`config.mk`:
```
export PLATFORM = sky130hd
export DESIGN_NAME = temp_sample_source_flat
export DESIGN_NICKNAME = d
export VERILOG_FILES = /design/src/rtl/temp_sample_source_if.sv /design/src/rtl/temp_sample_source.sv /design/src/flat_wrapper.sv
export SDC_FILE = /design/constraint.sdc
export NUM_CORES = 1
export LEC_CHECK = 0
export ABC_AREA = 1
export BUFFER_PORTS_ARGS = -buffer_cell sky130_fd_sc_hd__buf_2
export CAP_MARGIN = 15
export CORE_MARGIN = 1
export CORE_UTILIZATION = 50
export CTS_CLUSTER_DIAMETER = 60
export DETAILED_ROUTE_END_ITERATION = 16
export PLACE_DENSITY_LB_ADDON = 0.2
export REMOVE_ABC_BUFFERS = 1
export SLEW_MARGIN = 20
export SYNTH_ARGS = -nofsm -noshare
export SYNTH_HDL_FRONTEND = slang
export SYNTH_SLANG_ARGS = --single-unit
```
`constraint.sdc`:
```
create_clock -name clk -period 2.05 [get_ports clk]
set_input_delay 0.41 -clock clk [delete_from_list [all_inputs] [get_ports clk]]
set_output_delay 0.41 -clock clk [all_outputs]
set_load 0.02 [all_outputs]
```
`src/rtl/temp_sample_source_if.sv`:
```
// Publish bus between the temperature sample source and the BCD display/monitor sink.
// Digits, the en strobe and the sign-change pulse travel together.
interface temp_sample_source_if;
   logic [3:0] temp_value_ones;
   logic [3:0] temp_value_tens;
   logic [3:0] temp_value_huns;
   logic       en;
   logic       mode;

   modport master (
      output temp_value_ones,
      output temp_value_tens,
      output temp_value_huns,
      output en,
      output mode
   );

   modport slave (
      input temp_value_ones,
      input temp_value_tens,
      input temp_value_huns,
      input en,
      input mode
   );
endinterface

```
`src/rtl/temp_sample_source.sv`:
```
// Periodic / on-demand temperature sampler: clamps to 999, converts to BCD with a
// serial double-dabble, then publishes the digits with a one-cycle en strobe.
module temp_sample_source #(
   parameter int BIN_W  = 10,
   parameter int PERIOD = 50000000
) (
   input  logic                 clk,
   input  logic                 rst,
   input  logic [BIN_W-1:0]     raw_temp,
   input  logic                 raw_sign,
   input  logic                 sample_now,
   temp_sample_source_if.master pub,
   output logic                 busy,
   output logic                 saturated,
   output logic                 overrun
);

   localparam int TICK_W = (PERIOD > 1) ? $clog2(PERIOD) : 1;
   localparam int STEP_W = $clog2(BIN_W);
   localparam logic [TICK_W-1:0] LAST_TICK = TICK_W'(PERIOD - 1);
   localparam logic [STEP_W-1:0] LAST_STEP = STEP_W'(BIN_W - 1);
   localparam logic [31:0]       BCD_MAX   = 32'd999;

   typedef enum logic [1:0] {
      IDLE,
      CONVERT,
      PUBLISH
   } state_t;

   state_t              state_q;
   logic [TICK_W-1:0]   tickCount_q;
   logic [TICK_W-1:0]   tickCount_d;
   logic [STEP_W-1:0]   step_q;
   logic [BIN_W-1:0]    bin_q;
   logic [BIN_W-1:0]    bin_d;
   logic [11:0]         bcd_q;
   logic [11:0]         bcd_d;
   logic [11:0]         adjusted;
   logic                sign_q;
   logic                lastSign_q;
   logic [3:0]          ones_q;
   logic [3:0]          tens_q;
   logic [3:0]          huns_q;
   logic                en_q;
   logic                mode_q;
   logic                busy_q;
   logic                saturated_q;
   logic                overrun_q;
   logic                tick;
   logic                trigger;
   logic                overLimit;
   logic [BIN_W-1:0]    clampedTemp;

   always_comb begin
      tick        = (tickCount_q == LAST_TICK);
      tickCount_d = tick ? '0 : tickCount_q + 1'b1;
      trigger     = tick | sample_now;
      overLimit   = (32'(raw_temp) > BCD_MAX);
      clampedTemp = overLimit ? BCD_MAX[BIN_W-1:0] : raw_temp;
   end

   // One double-dabble step: correct every nibble >= 5, then shift in the next binary MSB.
   always_comb begin
      adjusted = bcd_q;
      for (int d = 0; d < 3; d++) begin
         if (bcd_q[4*d +: 4] >= 4'd5) begin
            adjusted[4*d +: 4] = bcd_q[4*d +: 4] + 4'd3;
         end
      end
      bcd_d = 12'({adjusted, bin_q[BIN_W-1]});
      bin_d = {bin_q[BIN_W-2:0], 1'b0};
   end

   always_ff @(posedge clk) begin
      if (rst) begin
         state_q     <= IDLE;
         tickCount_q <= '0;
         step_q      <= '0;
         bin_q       <= '0;
         bcd_q       <= '0;
         sign_q      <= 1'b0;
         lastSign_q  <= 1'b0;
         ones_q      <= 4'd0;
         tens_q      <= 4'd0;
         huns_q      <= 4'd0;
         en_q        <= 1'b0;
         mode_q      <= 1'b0;
         busy_q      <= 1'b0;
         saturated_q <= 1'b0;
         overrun_q   <= 1'b0;
      end else begin
         tickCount_q <= tickCount_d;
         en_q        <= 1'b0;
         mode_q      <= 1'b0;
         case (state_q)
            IDLE: begin
               if (trigger) begin
                  bin_q   <= clampedTemp;
                  sign_q  <= raw_sign;
                  bcd_q   <= '0;
                  step_q  <= '0;
                  busy_q  <= 1'b1;
                  state_q <= CONVERT;
                  if (overLimit) begin
                     saturated_q <= 1'b1;
                  end
               end
            end
            CONVERT: begin
               bcd_q  <= bcd_d;
               bin_q  <= bin_d;
               step_q <= step_q + 1'b1;
               if (step_q == LAST_STEP) begin
                  state_q <= PUBLISH;
               end
               if (trigger) begin
                  overrun_q <= 1'b1;
               end
            end
            PUBLISH: begin
               // Digits and en move on the same edge so the sink never sees a torn value.
               ones_q     <= bcd_q[3:0];
               tens_q     <= bcd_q[7:4];
               huns_q     <= bcd_q[11:8];
               en_q       <= 1'b1;
               mode_q     <= sign_q ^ lastSign_q;
               lastSign_q <= sign_q;
               busy_q     <= 1'b0;
               state_q    <= IDLE;
               if (trigger) begin
                  overrun_q <= 1'b1;
               end
            end
            default: begin
               state_q <= IDLE;
               busy_q  <= 1'b0;
            end
         endcase
      end
   end

   assign pub.temp_value_ones = ones_q;
   assign pub.temp_value_tens = tens_q;
   assign pub.temp_value_huns = huns_q;
   assign pub.en              = en_q;
   assign pub.mode            = mode_q;
   assign busy                = busy_q;
   assign saturated           = saturated_q;
   assign overrun             = overrun_q;

endmodule
```
`src/flat_wrapper.sv`:
```
// flat-port wrapper written by rule: the top's interface ports become plain ports
module temp_sample_source_flat 
#(
   parameter int BIN_W  = 10,
   parameter int PERIOD = 50000000
)
  (clk, rst, raw_temp, raw_sign, sample_now, busy, saturated, overrun, pub_temp_value_ones, pub_temp_value_tens, pub_temp_value_huns, pub_en, pub_mode);
  temp_sample_source_if pub_i ();
  input  logic clk;
  input  logic rst;
  input  logic [BIN_W-1:0] raw_temp;
  input  logic raw_sign;
  input  logic sample_now;
  output logic busy;
  output logic saturated;
  output logic overrun;
  output wire logic [$bits(pub_i.temp_value_ones)-1:0] pub_temp_value_ones;
  output wire logic [$bits(pub_i.temp_value_tens)-1:0] pub_temp_value_tens;
  output wire logic [$bits(pub_i.temp_value_huns)-1:0] pub_temp_value_huns;
  output wire logic [$bits(pub_i.en)-1:0] pub_en;
  output wire logic [$bits(pub_i.mode)-1:0] pub_mode;
  assign pub_temp_value_ones = pub_i.temp_value_ones;
  assign pub_temp_value_tens = pub_i.temp_value_tens;
  assign pub_temp_value_huns = pub_i.temp_value_huns;
  assign pub_en = pub_i.en;
  assign pub_mode = pub_i.mode;
  temp_sample_source #(.BIN_W(BIN_W), .PERIOD(PERIOD)) u_core (.clk(clk), .rst(rst), .raw_temp(raw_temp), .raw_sign(raw_sign), .sample_now(sample_now), .pub(pub_i), .busy(busy), .saturated(saturated), .overrun(overrun));
endmodule
```
==> run_results.csv <==
group,metric,value,unit
clocking,tritoncts,"built",
layout,utilization,58.15,%
layout,final_layout_size_suffix_gt1_share,11.90,%
clocking,cts_buffer_depth,2,
outcome,status,"finished, final reports clean",
logic_synthesis,synthCells,511,
hold_path,whs_endpoint,"u_core.sign_q$_SDFFE_PP0P_",
place,portBuffers,30,
hold_path,hold_path_class,"input port to flop",
logic_synthesis,yosys_warnings,0,
setup_path,critPathArrivalTime,2.03,ns
clocking,postCtsSetupBuffers,0,
setup_path,startpoint_type,"flop",
sta,holdWs,0.3513,ns
clocking,numCtsBuffers,9,
global_route,overflow,0,
run,cap_violations,0,
setup_path,rrSetupSlack,0.26,ns
layout,layout.nets,567,
detailed_routing,drt_iter0_markers,173,
logic_synthesis,ys_seq_area_share,40.91,%
sta,slew_headroom,69.63,%
global_route,antenna_found_initial,0,
setup_path,r2r-end,"u_core.bcd_q[10]$_SDFFE_PP0P_",
die,core_region_area,6832,um2
sta,worst_pin_slew,0.4551,ns
clocking,cts_sinks,73,
power_and_ir_drop,peakVddDrop,0.4909,mV
logic_synthesis,synth_cell_type_count,28,
sta,rsz0062_at_grt,"false",
global_route,grt_pass1_wl,12370,um
layout,insertedDiodeCount,0,
die,rows,30,
global_route,grt_start_max_net_pins,44,
global_route,grt_pass1_vias,2875,
setup_path,r2r_start,"u_core.tickCount_q[0]$_SDFF_PP0_",
sta,setup_tns,0,ns
detailed_routing,routed_wl,7374,um
setup_path,worstPathRequired,2.29,ns
sta,setup_viol,0,
clocking,path_clk_slew,0.07,ns
detailed_routing,viasPerCell,5.050,
power_and_ir_drop,power,3.358,mW
power_and_ir_drop,p_leak,1.709,nW
die,die_h,86.53,um
sta,max_freq,0.5587,GHz
sta,finClkSkew,0.01111,ns
setup_path,endpoint_kind,"flop",
die,die_w,86.53,um
die,fp.dieArea,7487,um2
sta,finalCriticalPeriod,1.790,ns
layout,n_fill_cell,686,
setup_path,critPathMaxFanout,21,
global_route,grt_use_total,20.94,%
hold_path,holdPathStages,3,
logic_synthesis,syn_avg_cell_area,6.991,um2
logic_synthesis,synth-seq-cells,73,
place,hpwl,5032,um
layout,syn_to_final_growth,11.21,%
clocking,insertion_delay,0.35,ns
clocking,hold_buffers,0,
sta,slew_violations,0,
die,start_util,52.29,%
clocking,cts_resized,0,
sta,period_share,87.32,%
clocking,cts-root-buf,"clkbuf_8",
power_and_ir_drop,p_per_area,845.3,nW/um2
setup_path,worst-setup-path-type,"flop to flop",
detailed_routing,drtPass1Iterations,4,
detailed_routing,ant_nets,0,
die,boundaryPins,31,
sta,hold_viol,0,
clocking,cts.htree.levels,3,
logic_synthesis,netlist_area,3572,um2
place,gp_congestion,0.8172,
hold_path,hold_path.startpoint,"raw_sign",
detailed_routing,dr_total_vias,3242,
detailed_routing,wl_per_cell,11.49,um
detailed_routing,drcViolationCount,0,
setup_path,reg2regPathDepth,9,
-- layout by cell type, fill, tap and decap left out, types with 2 or more instances in the layout --
master    count
clkinv_2      3
nand2_2       2
a21oi_1      60
a22oi_1       2
or2_2         4
nor3_1        8
clkbuf_1      2
buf_2        30
o211ai_1      3
clkbuf_8     11
xor2_1        9
ha_1         12
buf_4         8
nand4_1       4
nand3_1      44
nor2_2        2
inv_1        47
nand3_2       2
dfxtp_1      73
xnor2_1       2
or2_0         2
nor2_4        2
nor2_1       74
nand2_1     110
o21ai_0      28
-- sequential cells by signal, summed over array words and instances, names as in the netlist --
name / flops
u_core.pub.temp_value_ones: 4
u_core.overrun: 1
u_core.step_q: 4
u_core.pub.temp_value_tens: 4
u_core.bin_q: 10
u_core.saturated: 1
u_core.busy: 1
u_core.pub.en: 1
u_core.tickCount_q: 26
u_core.bcd_q: 12
u_core.state_q: 2
u_core.pub.mode: 1
u_core.lastSign_q: 1
u_core.pub.temp_value_huns: 4
u_core.sign_q: 1
-- critical path, cell delays in order (launching register included) --
cell and delay (ns):
dfxtp_1 0.32, ha_1 0.21, nand2_1 0.09, inv_1 0.06
nand2_1 0.11, nor2_2 0.05, nand3_2 0.13, nand3_2 0.39
a21oi_1 0.27, nor2_1 0.06
-- where the power goes --
| part | switching (mW) | internal [mW] | total, mW |
|---|---|---|---|
| logic | 0.472 | 0.253 | 0.725 |
| clock network | 0.507 | 0.500 | 1.01 |
| registers | 0.0803 | 1.55 | 1.63 |
-- Yosys cell counts, drive strengths merged --
library cell	count	area [um2]
or2	6	37.53
o21ai	28	140.1
buf	10	76.33
nand3	46	247.7
dfxtp	73	1461
xnor2	2	17.52
nor2	78	312.8
a21oi	60	300.3
clkbuf	10	37.54
xor2	9	78.83
ha	12	150.1
nor3	8	40.04
inv	47	176.4
a22oi	2	15.01
nand4	4	25.02
o211ai	3	22.52
nand2	112	425.4
nand3b	1	7.510
-- worst max-delay path by stage --
stage          cells past startpoint  slack [ns]                             to                             start
2_1_floorplan                      7       -0.38   u_core.bin_q[5]$_SDFFE_PP0P_    u_core.state_q[1]$_SDFFE_PP0P_
3_3_place_gp                      10        0.18   u_core.bin_q[0]$_SDFFE_PP0P_  u_core.tickCount_q[0]$_SDFF_PP0_
3_5_place_dp                      10        0.10   u_core.bin_q[6]$_SDFFE_PP0P_  u_core.tickCount_q[0]$_SDFF_PP0_
4_1_cts                           10        0.08   u_core.bin_q[6]$_SDFFE_PP0P_  u_core.tickCount_q[0]$_SDFF_PP0_
5_1_grt                           10        0.09   u_core.bin_q[8]$_SDFFE_PP0P_  u_core.tickCount_q[0]$_SDFF_PP0_
6_report                           9        0.26  u_core.bcd_q[10]$_SDFFE_PP0P_  u_core.tickCount_q[0]$_SDFF_PP0_
-- through the flow --
step / worst slack, ns / instances / area [um2]
2_1_floorplan: -0.3796 / 491 / 3458
3_3_place_gp: 0.1804 / 625 / 3789
3_5_place_dp: 0.1012 / 625 / 3789
4_1_cts: 0.07765 / 641 / 3963
5_1_grt: 0.08951 / 642 / 3973
6_report: 0.2600 / 642 / 3973
-- logic make-up (layout without fill, tap and decap cells) --
family | Yosys count | after routing | share of synthesized area, %
adders and majority gates | 12 | 12 | 4.203
AOI/OAI and AO/OA | 93 | 93 | 13.38
xor gates and xnor gates | 11 | 11 | 2.697
DFF | 73 | 73 | 40.91
buffers and inverters | 67 | 101 | 8.126
and+or+nand+nor | 255 | 256 | 30.68
-- cell type report --
class / instances / area (um2) / share of cell area (%)
well taps: 96 / 120.1 / 3.024
clock buffers: 13 / 158.9 / 4.000
flip-flops and latches: 73 / 1461 / 36.79
multi-input cells: 372 / 1831 / 46.08
inverters: 47 / 176.4 / 4.441
repair buffers: 38 / 210.2 / 5.291
clock inverters: 3 / 15.01 / 0.3780
-- routing by layer --
layer	track usage, %	vias up	routed length [um]
met4	8.636	0	81
met2	34.49	85	3170
met1	27.49	1430	3686
met3	3.143	10	436
li1	-	1717	-
met5	0	-	0
No activity file was read; power rests on OpenSTA's default activity.
